## src/rtl/float_byte_serializer.sv

```systemverilog
`default_nettype none
// ============================================================================
// float_byte_serializer : buffers converter float words, emits them as bytes
// Rev 1.0
// ============================================================================
module float_byte_serializer #(
  parameter int FLOAT_WID = 80,
  parameter int DEPTH     = 4,
  parameter bit MSB_FIRST = 1'b0
) (
  input  logic                   clk,
  input  logic                   rstn,
  input  logic                   in_valid,
  input  logic [FLOAT_WID-1:0]   in_data,
  output logic                   in_ready,
  output logic                   out_valid,
  output logic [7:0]             out_byte,
  output logic                   out_last,
  input  logic                   out_ready,
  input  logic                   clr_ovf,
  output logic                   overflow,
  output logic                   busy,
  output logic [$clog2(DEPTH):0] level
);

  localparam int NUM_BYTES = FLOAT_WID / 8;
  localparam int PTR_W     = $clog2(DEPTH);
  localparam int LVL_W     = PTR_W + 1;
  localparam int CNT_W     = (NUM_BYTES > 1) ? $clog2(NUM_BYTES) : 1;

  typedef enum logic [0:0] {
    IDLE = 1'b0,
    SEND = 1'b1
  } state_t;

  state_t                 state_q, state_d;
  logic [LVL_W-1:0]       level_q, level_d;
  logic [PTR_W-1:0]       wr_ptr_q, wr_ptr_d;
  logic [PTR_W-1:0]       rd_ptr_q, rd_ptr_d;
  logic [FLOAT_WID-1:0]   shift_q, shift_d;
  logic [CNT_W-1:0]       byte_cnt_q, byte_cnt_d;
  logic                   overflow_q, overflow_d;
  logic [FLOAT_WID-1:0]   mem [DEPTH];

  logic w_full, w_push, w_drop, w_hs, w_last, w_pop;
  logic [FLOAT_WID-1:0] w_shifted;

  always_comb begin
    w_full  = (level_q == LVL_W'(DEPTH));
    w_push  = in_valid && !w_full;
    w_drop  = in_valid && w_full;
    w_hs    = (state_q == SEND) && out_ready;
    w_last  = (byte_cnt_q == CNT_W'(NUM_BYTES - 1));
    // Reload from the FIFO either when idle or right on the last-byte handshake
    w_pop   = (level_q != '0) && ((state_q == IDLE) || (w_hs && w_last));
    if (MSB_FIRST) w_shifted = {shift_q[FLOAT_WID-9:0], 8'h00};
    else           w_shifted = {8'h00, shift_q[FLOAT_WID-1:8]};

    state_d    = state_q;
    shift_d    = shift_q;
    byte_cnt_d = byte_cnt_q;
    rd_ptr_d   = rd_ptr_q;
    wr_ptr_d   = wr_ptr_q;

    if (w_pop) begin
      shift_d    = mem[rd_ptr_q];
      byte_cnt_d = '0;
      rd_ptr_d   = rd_ptr_q + PTR_W'(1);
      state_d    = SEND;
    end else if (w_hs) begin
      shift_d    = w_shifted;
      byte_cnt_d = w_last ? '0 : byte_cnt_q + CNT_W'(1);
      if (w_last) state_d = IDLE;
    end

    if (w_push) wr_ptr_d = wr_ptr_q + PTR_W'(1);
    level_d = level_q + LVL_W'(w_push) - LVL_W'(w_pop);

    // A drop in the same cycle as a clear keeps the flag set
    if (w_drop)       overflow_d = 1'b1;
    else if (clr_ovf) overflow_d = 1'b0;
    else              overflow_d = overflow_q;
  end

  always_ff @(posedge clk or negedge rstn) begin
    if (!rstn) begin
      state_q    <= IDLE;
      level_q    <= '0;
      wr_ptr_q   <= '0;
      rd_ptr_q   <= '0;
      shift_q    <= '0;
      byte_cnt_q <= '0;
      overflow_q <= 1'b0;
    end else begin
      state_q    <= state_d;
      level_q    <= level_d;
      wr_ptr_q   <= wr_ptr_d;
      rd_ptr_q   <= rd_ptr_d;
      shift_q    <= shift_d;
      byte_cnt_q <= byte_cnt_d;
      overflow_q <= overflow_d;
    end
  end

  always_ff @(posedge clk) begin
    if (w_push) mem[wr_ptr_q] <= in_data;
  end

  assign in_ready  = !w_full;
  assign out_valid = (state_q == SEND);
  assign out_byte  = (state_q != SEND) ? 8'h00 :
                     (MSB_FIRST ? shift_q[FLOAT_WID-1 -: 8] : shift_q[7:0]);
  assign out_last  = (state_q == SEND) && w_last;
  assign overflow  = overflow_q;
  assign busy      = (level_q != '0) || (state_q == SEND);
  assign level     = level_q;

endmodule
`default_nettype wire

```

## config.mk

```make
export PLATFORM = sky130hd
export DESIGN_NAME = float_byte_serializer
export DESIGN_NICKNAME = d
export VERILOG_FILES = /design/src/rtl/float_byte_serializer.sv
export SDC_FILE = /design/constraint.sdc
export NUM_CORES = 1
export LEC_CHECK = 0
export CORE_ASPECT_RATIO = 0.9
export CORE_MARGIN = 2
export CORE_UTILIZATION = 40
export DETAILED_ROUTE_END_ITERATION = 12
export PLACE_DENSITY = 0.54
export SETUP_SLACK_MARGIN = 0.5
export SYNTH_ARGS = -nofsm -noshare
export SYNTH_HDL_FRONTEND = slang
export SYNTH_SLANG_ARGS = --single-unit
```

## constraint.sdc

```tcl
create_clock -name clk -period 3.77 [get_ports clk]
set_input_delay 0.754 -clock clk [delete_from_list [all_inputs] [get_ports clk]]
set_output_delay 0.754 -clock clk [all_outputs]
set_load 0.02 [all_outputs]
```

==> results.md, run 1 <==
Status:
- The run finished with clean final reports.

STA:
- The headroom to the max-slew limit is 48.9%.
- In the final timing run, aggregate negative setup slack is 0 ns.
- The number of pins with negative max-slew slack in the final report is 0.
- The final critical path takes up 78.8% of the cycle.
- For this run, the top clock speed supported by timing is 0.337 GHz.
- The final number of setup-violating endpoints is 0.
- The final critical path time including I/O delays and setup is 2.97 ns.
- The number of endpoints with negative hold slack in the final report is 0.
- Setup repair after global routing left no endpoint under its margin.
- On the final layout, the worst hold slack is 0.255 ns.
- The smallest setup slack after layout is 0.800 ns.
- Clock skew on the completed layout was measured at 0.00878 ns.
- For the pin with the worst max-slew slack, the measured transition is 0.766 ns.

Drt:
- The final antenna-violating net count is 0.
- Dividing the detail-routed via count by the number of cells gives 4.98.
- The detailed router's first-iteration violation count is 395.
- The average wire per standard cell is 20.4 µm.
- The final wirelength is 30900 µm.
- The total vias in the final route is 7526.
- The pre-antenna-repair detailed-routing pass consisted of 4 iterations.
- In the routed design, unresolved DRC markers number 0.

Power and ir drop:
- The ratio of total power to cell area is 747 nW/µm².
- The worst-case IR drop observed on VDD is 0.430 mV.
- The design draws 14.3 mW.
- The total leakage power is 6.45 nW.

Finish:
- Measured on the finished design, the core utilization comes to 48.2%.
- The area growth from synthesis to layout is 18.9%.
- The number of standard cells in the layout, taps in and fillers out is 1512.
- The number of nets in the finished design is 1040.
- The fraction of final layout cells sized beyond drive strength 1 is 17.8%.
- Summing all non-filler instances in the final layout gives an area of 19100 µm².

Synthesis:
- The number of distinct standard cells referenced by the synthesized netlist is 35.
- For this run, asynchronously set or reset flops after synthesis account for 22.5%.
- The synthesized design contains 413 register bits.
- The post-synthesis cell area is 16000 µm².
- The cell taking the most area after synthesis is sky130_fd_sc_hd__edfxtp_1.
- The fraction of the yosys area taken by sequential cells is 74.4%.
- The net count after synthesis is 927.
- A synthesized cell averages 19.3 µm².
- By area the synthesized netlist is led by sky130_fd_sc_hd__edfxtp_1 (60%), sky130_fd_sc_hd__dfrtp_1 (15%), sky130_fd_sc_hd__mux4_2 (11%), sky130_fd_sc_hd__mux2i_1 (4.6%), sky130_fd_sc_hd__o21ai_1 (2.3%).
- Counting instances in the post-synthesis netlist gives the leading cell types as sky130_fd_sc_hd__edfxtp_1 (320), sky130_fd_sc_hd__dfrtp_1 (93), sky130_fd_sc_hd__nand2_1 (82), sky130_fd_sc_hd__mux4_2 (80), sky130_fd_sc_hd__mux2i_1 (74).
- The most instantiated library cell after synthesis is sky130_fd_sc_hd__edfxtp_1.
- The warning count from the yosys run is 0.
- Yosys mapped a number of flops with a built-in enable equal to 320.
- Synthesis handed over a netlist of 833 instances.
- The area share of the largest cell type after synthesis is 59.9%.
- For this run, the leading register cell type out of synthesis is sky130_fd_sc_hd__edfxtp_1.

Die:
- The floorplan has 69 rows.
- From bottom edge to top edge, the die measures 194 µm.
- For this design the top-level I/O count stands at 101.
- The area enclosed by the die boundary is 41700 µm².
- The initial standard-cell utilization of the core is 40.6%.
- The horizontal extent of the die is 215 µm.
- The core region is 39500 µm².

Placed design:
- Counting tap cells, the placed design contains a total of 1434 instances.
- The half-perimeter wire length of the detailed placement result is 17500 µm.
- The routability-driven placement congestion ratio is 0.686.
- Once placement finished, the instance area stood at 17600 µm².
- The count of buffers inserted at the top-level ports is 100.
- The worst slack at placement is 0.819 ns.

Critical path:
- STA puts the critical path data arrival time at 2.22 ns.
- The critical-path maximum fanout is 20.
- On the critical path, the stage with the largest delay is an instance of sky130_fd_sc_hd__dfrtp_1.
- The required time of the worst setup path is 3.02 ns.
- The signal on the critical path passes through and2_1 -> clkdlybuf4s50_1.
- The sort of element at the end of the critical path is an output port.
- The critical setup path kind is flip-flop to output port.
- The largest single stage delay on the critical path is 0.82 ns.
- The startpoint class of the critical path is a flip-flop.

Clock network:
- The number of levels the H-tree was split into is 2.
- The post-CTS setup buffer count is 0.
- The total CTS buffers is 42.
- In this run, post-CTS hold repair placed 0 buffers.
- The clock insertion delay at the later pin of the skew report is 0.54 ns.
- The tree is rooted in a sky130_fd_sc_hd__clkbuf_16.
- The TritonCTS clock tree is yes.
- The clock slew at the register clock pins of the worst setup and hold paths is 0.06 ns.
- The number of gates resized after CTS is 0.
- The maximum buffer depth of the clock tree is 3.
- Clock tree synthesis found a total of 413 sinks.

GRT:
- For this run the aggregate overflow at the end of global routing stands at 0.
- The via count of the first global-routing pass came to 8020.
- The number of antenna violations at the first check in global routing is 1.
- The largest net degree at the start of global routing is 103.
- The global-route wire length before repair is 48500 µm.
- The global-route usage over all layers is 15.1%.

Worst hold path:
- The worst min-delay path category is primary input to asynchronous set/reset pin.

Run:
- The number of max-cap violations is 0.
-- cell type report --
cell class,count,area (µm²)
fillers,3388,20500
flip-flops and latches,413,11900
multi-input cells,367,3720
repair buffers,114,1230
clock buffers,56,1230
well taps,532,666
clock inverters,21,256
inverters,8,30.0
diodes,1,2.50
-- sequential cells by signal, summed over array words and instances (netlist names) --
register,cells
byte_cnt_q,4
wr_ptr_q,2
out_valid,1
rd_ptr_q,2
mem,320
shift_q,80
overflow,1
level,3
-- cells in the final DEF, fill, tap and decap left out, drive strengths merged --
| cell | instances |
|---|---|
| and2b | 1 |
| xnor2 | 4 |
| a22oi | 1 |
| dfrtp | 93 |
| xor2 | 1 |
| buf | 15 |
| edfxtp | 320 |
| ha | 8 |
| clkbuf | 56 |
| clkinv | 13 |
| nand2b | 1 |
| bufinv | 6 |
| and2 | 9 |
| clkinvlp | 2 |
| nor2 | 3 |
| nand4b | 1 |
| inv | 8 |
| fa | 1 |
| o21ai | 78 |
| mux2i | 74 |
| diode | 1 |
| mux4 | 80 |
| a21oi | 2 |
| clkdlybuf4s50 | 99 |
| nand3 | 1 |
| a22o | 8 |
| mux2 | 2 |
| nand2 | 82 |
| and3b | 1 |
| and3 | 5 |
| nor3 | 4 |
-- where the power goes --
group | switching [mW] | internal (mW) | total (mW)
logic | 1.59 | 1.61 | 3.19
registers | 0.590 | 6.08 | 6.67
clock network | 1.69 | 2.70 | 4.39
-- worst max-delay path: cells and delay by family (launching register included) --
family                 cells  cell delay (ns)
DFF                        1             0.82
buffers and inverters      1             0.61
and+or+nand+nor            1             0.25
-- worst paths after layout --
kind | from | endpoint | slack [ns] | cells past startpoint
max in group asynchronous | rstn | rd_ptr_q[1] | 2.78 | 2
setup / recovery | out_valid | out_byte[2] | 0.80 | 2
setup reg to reg | out_valid | level[2] | 1.49 | 7
hold / removal | rstn | overflow | 0.26 | 1
hold reg to reg | shift_q[24] | shift_q[24] | 0.48 | 2
min in group clk | shift_q[24] | shift_q[24] | 0.48 | 2
-- layer usage --
metal	global-route usage (%)	part of all wire, %
met1	20.7	46
met2	24.9	49
met3	2.82	3.6
met4	4.14	1.9
met5	0	0
-- kinds of logic after synthesis --
logic type	after synthesis	share of synthesized area [%]
xor+xnor	5	0.273
fa+ha+maj	9	0.749
mux	156	16.0
flops	413	74.4
compound gates	89	3.00
simple gates	108	2.96
buf+inv	53	2.57
No activity file was read; power rests on OpenSTA's default activity.
==> inputs of run 2 (changes only) <==
PLACE_DENSITY = 0.56   (was 0.54)
clock period = 2.6 ns   (was 3.77 ns; I/O delays follow)
==> results.md, run 2 (synthesis gave the netlist of run 1 again) <==
GRT:
- The met3 track demand over resource is 2.98% (+0.16 points).
- The largest net degree at the start of global routing is 153 (+49%).
- The met2 demand-to-capacity share in global routing was 25.3% (+0.36 points).
- The global-route usage over all layers came to 15.7% (+0.56 points).
- met2 is the most crowded layer.
- The met1 capacity usage during global routing was 22.1% (+1.4 points).
- The total grt overflow came to 0 (unchanged).
- The via count of the first global-routing pass came to 8331 (+3.9%).
- The global-route wire length before repair came to 50000 µm (+3.0%).
- The number of antenna violations at the first check in global routing is 2 (+1).

Die:
- The number of I/O pins is 101 (unchanged).
- The initial standard-cell utilization of the core is 40.6% (unchanged).
- The height of the die was 194 µm (unchanged).
- The horizontal extent of the die came to 215 µm (unchanged).
- The core area came to 39500 µm² (unchanged).
- The standard-cell row count came to 69 (unchanged).
- The area enclosed by the die boundary was 41700 µm² (unchanged).

Power and ir drop:
- The total leakage power is 6.60 nW (+2.4%).
- The maximum vdd drop is 0.629 mV (+46%).
- The ratio of total power to cell area is 1060 nW/µm² (+42%).

Finish:
- Ranked by flip-flop count, first place goes to mem.
- The number of inserted diodes was 0 (-1).
- The utilization after layout is 49.0% (+0.79 points).
- The number of nets in the finished design is 1070 (+2.9%).
- The total of fill cells in the finished design is 3359 (-0.86%).
- The most frequent standard cell in the layout excluding fill and tap cells is sky130_fd_sc_hd__edfxtp_1.
- The area growth from synthesis to layout is 20.9%.
- The largest registers in the layout are mem: 320 flops, shift_q: 80 flops, byte_cnt_q: 4 flops.
- The top cell types in the final layout, fill and taps aside, are sky130_fd_sc_hd__edfxtp_1 (320), sky130_fd_sc_hd__dfrtp_1 (88), sky130_fd_sc_hd__clkdlybuf4s50_1 (84), sky130_fd_sc_hd__mux4_2 (80), sky130_fd_sc_hd__nand2_1 (80).
- The fraction of final layout cells sized beyond drive strength 1 was 20.6% (+2.8 points).
- The number of flip-flops in the largest register is 320 (unchanged).

Drt:
- The total vias in the final route is 7807 (+3.7%).
- The per-cell via count in the routed design is 5.07 (+1.8%).
- The detailed-routing iteration count for the pre-antenna-repair pass was 4 (unchanged).
- The detailed router's first-iteration violation count is 473 (+20%).
- The DRC violation count after routing was 0 (unchanged).
- The final wirelength is 32900 µm (+6.5%).
- The final antenna-violating net count came to 0 (unchanged).
- The average wire per standard cell is 21.4 µm (+4.5%).

Critical path:
- The critical-path maximum fanout came to 4 (-80%).
- The peak per-stage delay on the critical path is 0.39 ns (-0.43 ns).
- The required time of the worst setup path is 2.08 ns (-0.94 ns).
- The critical setup path kind is flip-flop to output port.
- The worst-case reg-to-reg path depth is 10 (+3).
- The critical path data arrival time is 1.64 ns (-0.58 ns).
- The sort of element at the end of the critical path is an output port.
- The worst setup path is launched from a flip-flop.
- The slack of the worst reg-to-reg path is 0.51 ns (-0.98 ns).
- The library cell contributing the largest single delay on the critical path is sky130_fd_sc_hd__dfrtp_1.
- The critical path goes through inv_2 -> ha_4 -> and3b_2 -> and2_4 -> buf_6.

STA:
- The number of pins with negative max-slew slack in the final report came to 0 (unchanged).
- The slew of the pin with the lowest slew margin is 0.410 ns (-0.356 ns).
- The final number of setup-violating endpoints is 0 (unchanged).
- The maximum frequency from static timing analysis is 0.464 GHz.
- The worst path needs 2.16 ns of the cycle, external delays included.
- The headroom to the max-slew limit is 72.7% (+24 points).
- The final period utilization is 82.9%.
- The worst-case clock skew is 0.0199 ns (+0.0112 ns).
- The summed negative setup slack over all endpoints came to 0 ns (unchanged).
- Setup repair after global routing could not meet its margin everywhere.
- The number of endpoints with negative hold slack in the final report came to 0 (unchanged).

Clock network:
- The maximum buffer depth of the clock tree came to 3 (unchanged).
- The number of levels the H-tree was split into came to 2 (unchanged).
- TritonCTS built the clock tree.
- The clock slew at the register clock pins of the worst setup and hold paths is 0.06 ns (about the same).
- The clock net sink count was 413 (unchanged).
- The tree is rooted in a sky130_fd_sc_hd__clkbuf_16.
- The clock insertion delay at the later pin of the skew report is 0.54 ns (about the same).
- The total CTS buffers is 43 (+2.4%).

Worst hold path:
- The min-delay analysis places its worst path in the category primary input to asynchronous set/reset pin.

Placed design:
- The half-perimeter wire length of the detailed placement result is 19400 µm (+11%).
- The routability-driven placement congestion ratio is 0.717 (+4.5%).
- The count of buffers inserted at the top-level ports is 100 (unchanged).

Status:
- The flow ran to the end, and the final reports show no timing, DRC or antenna violations.

Run:
- The number of max-cap violations is 0 (unchanged).
[run 2: changes by cell type in the layout (fill, tap and decap cells not counted), sizes merged]
cell / before / now
dlygate4sd2: 0 / 9
clkinv: 13 / 15
clkdlybuf4s50: 99 / 84
bufinv: 6 / 1
clkdlybuf4s15: 0 / 3
clkinvlp: 2 / 1
clkbuf: 56 / 64
buf: 15 / 43
dlygate4sd3: 0 / 1
diode: 1 / 0
[run 2: repair_timing]
item	in CTS	in global routing
resized for setup	33	14
hold buffers	1	0
setup buffers	8	3
gates cloned	0	2
pin swaps	2	6
endpoints found under the hold margin	18	0
setup endpoints to repair	20	91
[run 2: worst paths after layout]
path,startpoint,end
max,byte_cnt_q[1],out_last
min,rstn,shift_q[3]
max reg2reg,byte_cnt_q[1],level[2]
min reg2reg,shift_q[29],shift_q[29]
max in group asynchronous,rstn,shift_q[29]
min in group clk,shift_q[29],shift_q[29]
[run 2: layout make-up]
cell class              instances  area (µm²)  area share [%]
flip-flops and latches        413       12000            61.7
multi-input cells             367        3790            19.5
repair buffers                143        1630            8.42
clock buffers                  61        1220            6.27
well taps                     532         666            3.43
clock inverters                17         101           0.523
inverters                       8        30.0           0.155
[run 2: where the power goes]
part	switching [mW]	total [mW]	leakage, nW	internal, mW
Sequential	0.761	9.58	4.17	8.82
Combinational	2.63	5.28	1.78	2.65
Clock	2.40	5.75	0.643	3.34
[run 2: through the flow]
stage	setup slack, ns	hold slack, ns	total power [mW]	cells	cell area, µm²
after floorplan	0.234	0.224	13.0	833	16100
after global placement	0.0880	0.441	14.9	1449	17900
after detailed placement	0.0799	0.444	15.0	1449	17900
after CTS	0.327	0.415	20.8	1536	19200
after global routing	0.391	0.447	21.7	1541	19400
final	0.444	0.425	20.6	1541	19400
[run 2: critical path: cells and delay by family, from the launching register on]
kind,cells,cell delay [ns]
simple gates,2,0.38
flops,1,0.39
buf+inv,2,0.20
fa+ha+maj,1,0.14
[run 2: metal layers]
metal | wire length, µm | part of all wire (%) | up-vias
met4 | 555 | 1.7 | 4
met3 | 1160 | 3.5 | 47
met1 | 15300 | 47 | 4065
li1 | - | - | 3553
met5 | 25 | 0.076 | -
met2 | 15900 | 48 | 138
==> inputs of run 3 (changes only) <==
clock period = 1.97 ns   (was 2.6 ns; I/O delays follow)
==> results.md, run 3 (synthesis gave the netlist of run 1 again) <==
Status:
- The checks that failed: setup timing.
- The run finished, with violations left.

GRT:
- The global-route wire length before repair was 56200 µm (+13%).
- The largest net degree at the start of global routing is 46 (-70%).
- The total grt overflow is 0 (unchanged).
- The global-route usage over all layers is 18.2% (+2.5 points).
- The number of antenna violations at the first check in global routing came to 1 (-1).
- The via count of the first global-routing pass was 8827 (+6.0%).

Clock network:
- The TritonCTS clock tree is yes.
- Clock tree synthesis selected as its root buffer the cell sky130_fd_sc_hd__clkbuf_16.
- The clock net sink count was 413 (unchanged).
- The total CTS buffers is 43 (unchanged).
- The number of levels the H-tree was split into is 2 (unchanged).
- The clock insertion delay at the later pin of the skew report was 0.54 ns (about the same).
- The maximum buffer depth of the clock tree is 3 (unchanged).
- The clock slew at the register clock pins of the worst setup and hold paths is 0.06 ns (about the same).

Drt:
- The final antenna-violating net count is 0 (unchanged).
- The total vias in the final route is 8507 (+9.0%).
- The DRC violation count after routing is 0 (unchanged).
- The detailed-routing iteration count for the pre-antenna-repair pass is 5 (+1).
- The detailed router's first-iteration violation count came to 588 (+24%).
- The average wire per standard cell is 23.3 µm (+9.1%).
- The final wirelength came to 38600 µm (+17%).
- The per-cell via count in the routed design is 5.13 (+1.3%).

STA:
- The number of endpoints with negative hold slack in the final report is 0 (unchanged).
- The maximum frequency from static timing analysis is 0.492 GHz.
- The smallest setup slack after layout is -0.0630 ns (-0.507 ns).
- The headroom to the max-slew limit was 66.6% (-6.1 points).
- Setup repair after global routing could not meet its margin everywhere.
- The number of pins with negative max-slew slack in the final report is 0 (unchanged).
- The slew of the pin with the lowest slew margin came to 0.501 ns (+0.0917 ns).
- The worst-case clock skew came to 0.0197 ns (-0.000268 ns).
- The final period utilization is 103%.
- The final critical path time including I/O delays and setup is 2.03 ns.
- The final number of setup-violating endpoints is 47 (+47).

Finish:
- The number of nets in the finished design is 1186 (+11%).
- The register with the most flip-flops is mem.
- The fraction of final layout cells sized beyond drive strength 1 is 32.7% (+12 points).
- The top cell types in the final layout, fill and taps aside, are sky130_fd_sc_hd__edfxtp_1 (320), sky130_fd_sc_hd__dfrtp_1 (87), sky130_fd_sc_hd__clkdlybuf4s50_1 (83), sky130_fd_sc_hd__nand2_1 (81), sky130_fd_sc_hd__mux4_2 (80).
- In the final layout, the registers with the most flip-flops are mem: 320 flops, shift_q: 80 flops, byte_cnt_q: 4 flops.
- The number of flip-flops in the largest register is 320 (unchanged).
- Compared with the post-synthesis result, the final layout area differs by 35.4%.
- The number of standard cells in the layout, taps in and fillers out is 1658 (+7.6%).
- Leaving out fill and tap cells, the most frequent cell in the layout is sky130_fd_sc_hd__edfxtp_1.

Critical path:
- The startpoint class of the critical path is a flip-flop.
- The sort of element at the end of the critical path is a flip-flop.
- The critical-path maximum fanout is 2 (-2).
- The required time of the worst setup path is 2.40 ns (+0.32 ns).
- The critical path data arrival time came to 2.46 ns (+0.82 ns).
- The setup path with the least slack is of type flip-flop to flip-flop.

Die:
- The standard-cell row count is 69 (unchanged).
- The horizontal extent of the die is 215 µm (unchanged).
- The core area is 39500 µm² (unchanged).
- The area enclosed by the die boundary came to 41700 µm² (unchanged).
- The initial standard-cell utilization of the core came to 40.6% (unchanged).
- The number of I/O pins is 101 (unchanged).
- The height of the die is 194 µm (unchanged).

Placed design:
- The count of buffers inserted at the top-level ports is 100 (unchanged).
- The half-perimeter wire length of the detailed placement result is 20100 µm (+3.6%).
- The number of placed instances with taps included was 1472 (+1.6%).
- The routability-driven placement congestion ratio is 0.724 (+1.0%).

Power and ir drop:
- The maximum vdd drop is 0.793 mV (+26%).
- The total leakage power is 7.66 nW (+16%).
- The overall power of the completed layout is 30.5 mW (+48%).
- The ratio of total power to cell area was 1400 nW/µm² (+32%).

Run:
- The number of max-cap violations is 0 (unchanged).

Worst hold path:
- The worst hold path belongs to the class primary input to asynchronous set/reset pin.
run 3: final timing paths:
kind / from / endpoint / slack, ns / cells after the start
setup / recovery: byte_cnt_q[1] / level[2] / -0.06 / 10
setup reg to reg: byte_cnt_q[1] / level[2] / -0.06 / 10
hold reg to reg: shift_q[42] / shift_q[42] / 0.48 / 2
max in group asynchronous: rstn / shift_q[61] / 0.98 / 3
hold / removal: rstn / byte_cnt_q[0] / 0.35 / 2
min in group clk: clr_ovf / overflow / 0.41 / 2
run 3: timing repair:
item                                    CTS  global route
hold buffers                              1             0
endpoints found under the setup margin  418           421
resized for setup                       202            57
endpoints found under the hold margin    27             0
buffers inserted                         56            10
gates cloned                             28            12
pin swaps                                13             3
run 3: final cells by class:
cell class,instances,area [µm²]
Multi-Input combinational cell,367,3920
Tap cell,532,666
Timing Repair Buffer,259,3780
Fill cell,3101,17800
Sequential cell,413,11900
Clock buffer,62,1260
Antenna cell,1,2.50
Clock inverter,16,105
Inverter,8,30.0
run 3: per-layer routing:
layer	part of all wire, %	global-route usage, %	vias to the layer above	wire (µm)
li1	-	-	3819	-
met1	45	25.8	4451	17500
met2	49	29.5	186	18800
met3	4.4	3.25	51	1720
met4	1.7	3.83	0	639
met5	0	0	-	0
run 3: power breakdown:
| group | switching (mW) | internal, mW | total [mW] | leakage [nW] |
|---|---|---|---|---|
| Combinational | 4.44 | 5.67 | 10.1 | 2.82 |
| Clock | 3.23 | 4.57 | 7.80 | 0.673 |
| Sequential | 0.955 | 11.6 | 12.6 | 4.17 |
| Total | 8.62 | 21.9 | 30.5 | 7.66 |
run 3: worst max-delay path, stage by stage (launching register included):
cell                       delay (ns)
sky130_fd_sc_hd__dfrtp_1         0.39
sky130_fd_sc_hd__inv_2           0.09
sky130_fd_sc_hd__ha_4            0.14
sky130_fd_sc_hd__nand4b_1        0.17
sky130_fd_sc_hd__a21oi_4         0.22
sky130_fd_sc_hd__ha_4            0.14
sky130_fd_sc_hd__inv_2           0.03
sky130_fd_sc_hd__ha_4            0.14
sky130_fd_sc_hd__fa_2            0.34
sky130_fd_sc_hd__xnor2_2         0.14
sky130_fd_sc_hd__xnor2_1         0.12
run 3: per-stage QoR:
stage / worst slack (ns) / setup TNS, ns / area (µm²) / util (%) / hold WS [ns]
3_5_place_dp: -0.402 / -19.82 / 18000 / 45.6 / 0.381
5_1_grt: -0.198 / -9.96 / 21700 / 54.9 / 0.399
2_1_floorplan: -0.358 / -11.66 / 16100 / - / 0.0984
4_1_cts: -0.0664 / -0.632 / 21100 / 53.4 / 0.358
3_3_place_gp: -0.396 / -18.40 / 18000 / 45.6 / 0.389
6_report: -0.0630 / -0.670 / 21700 / 54.9 / 0.352
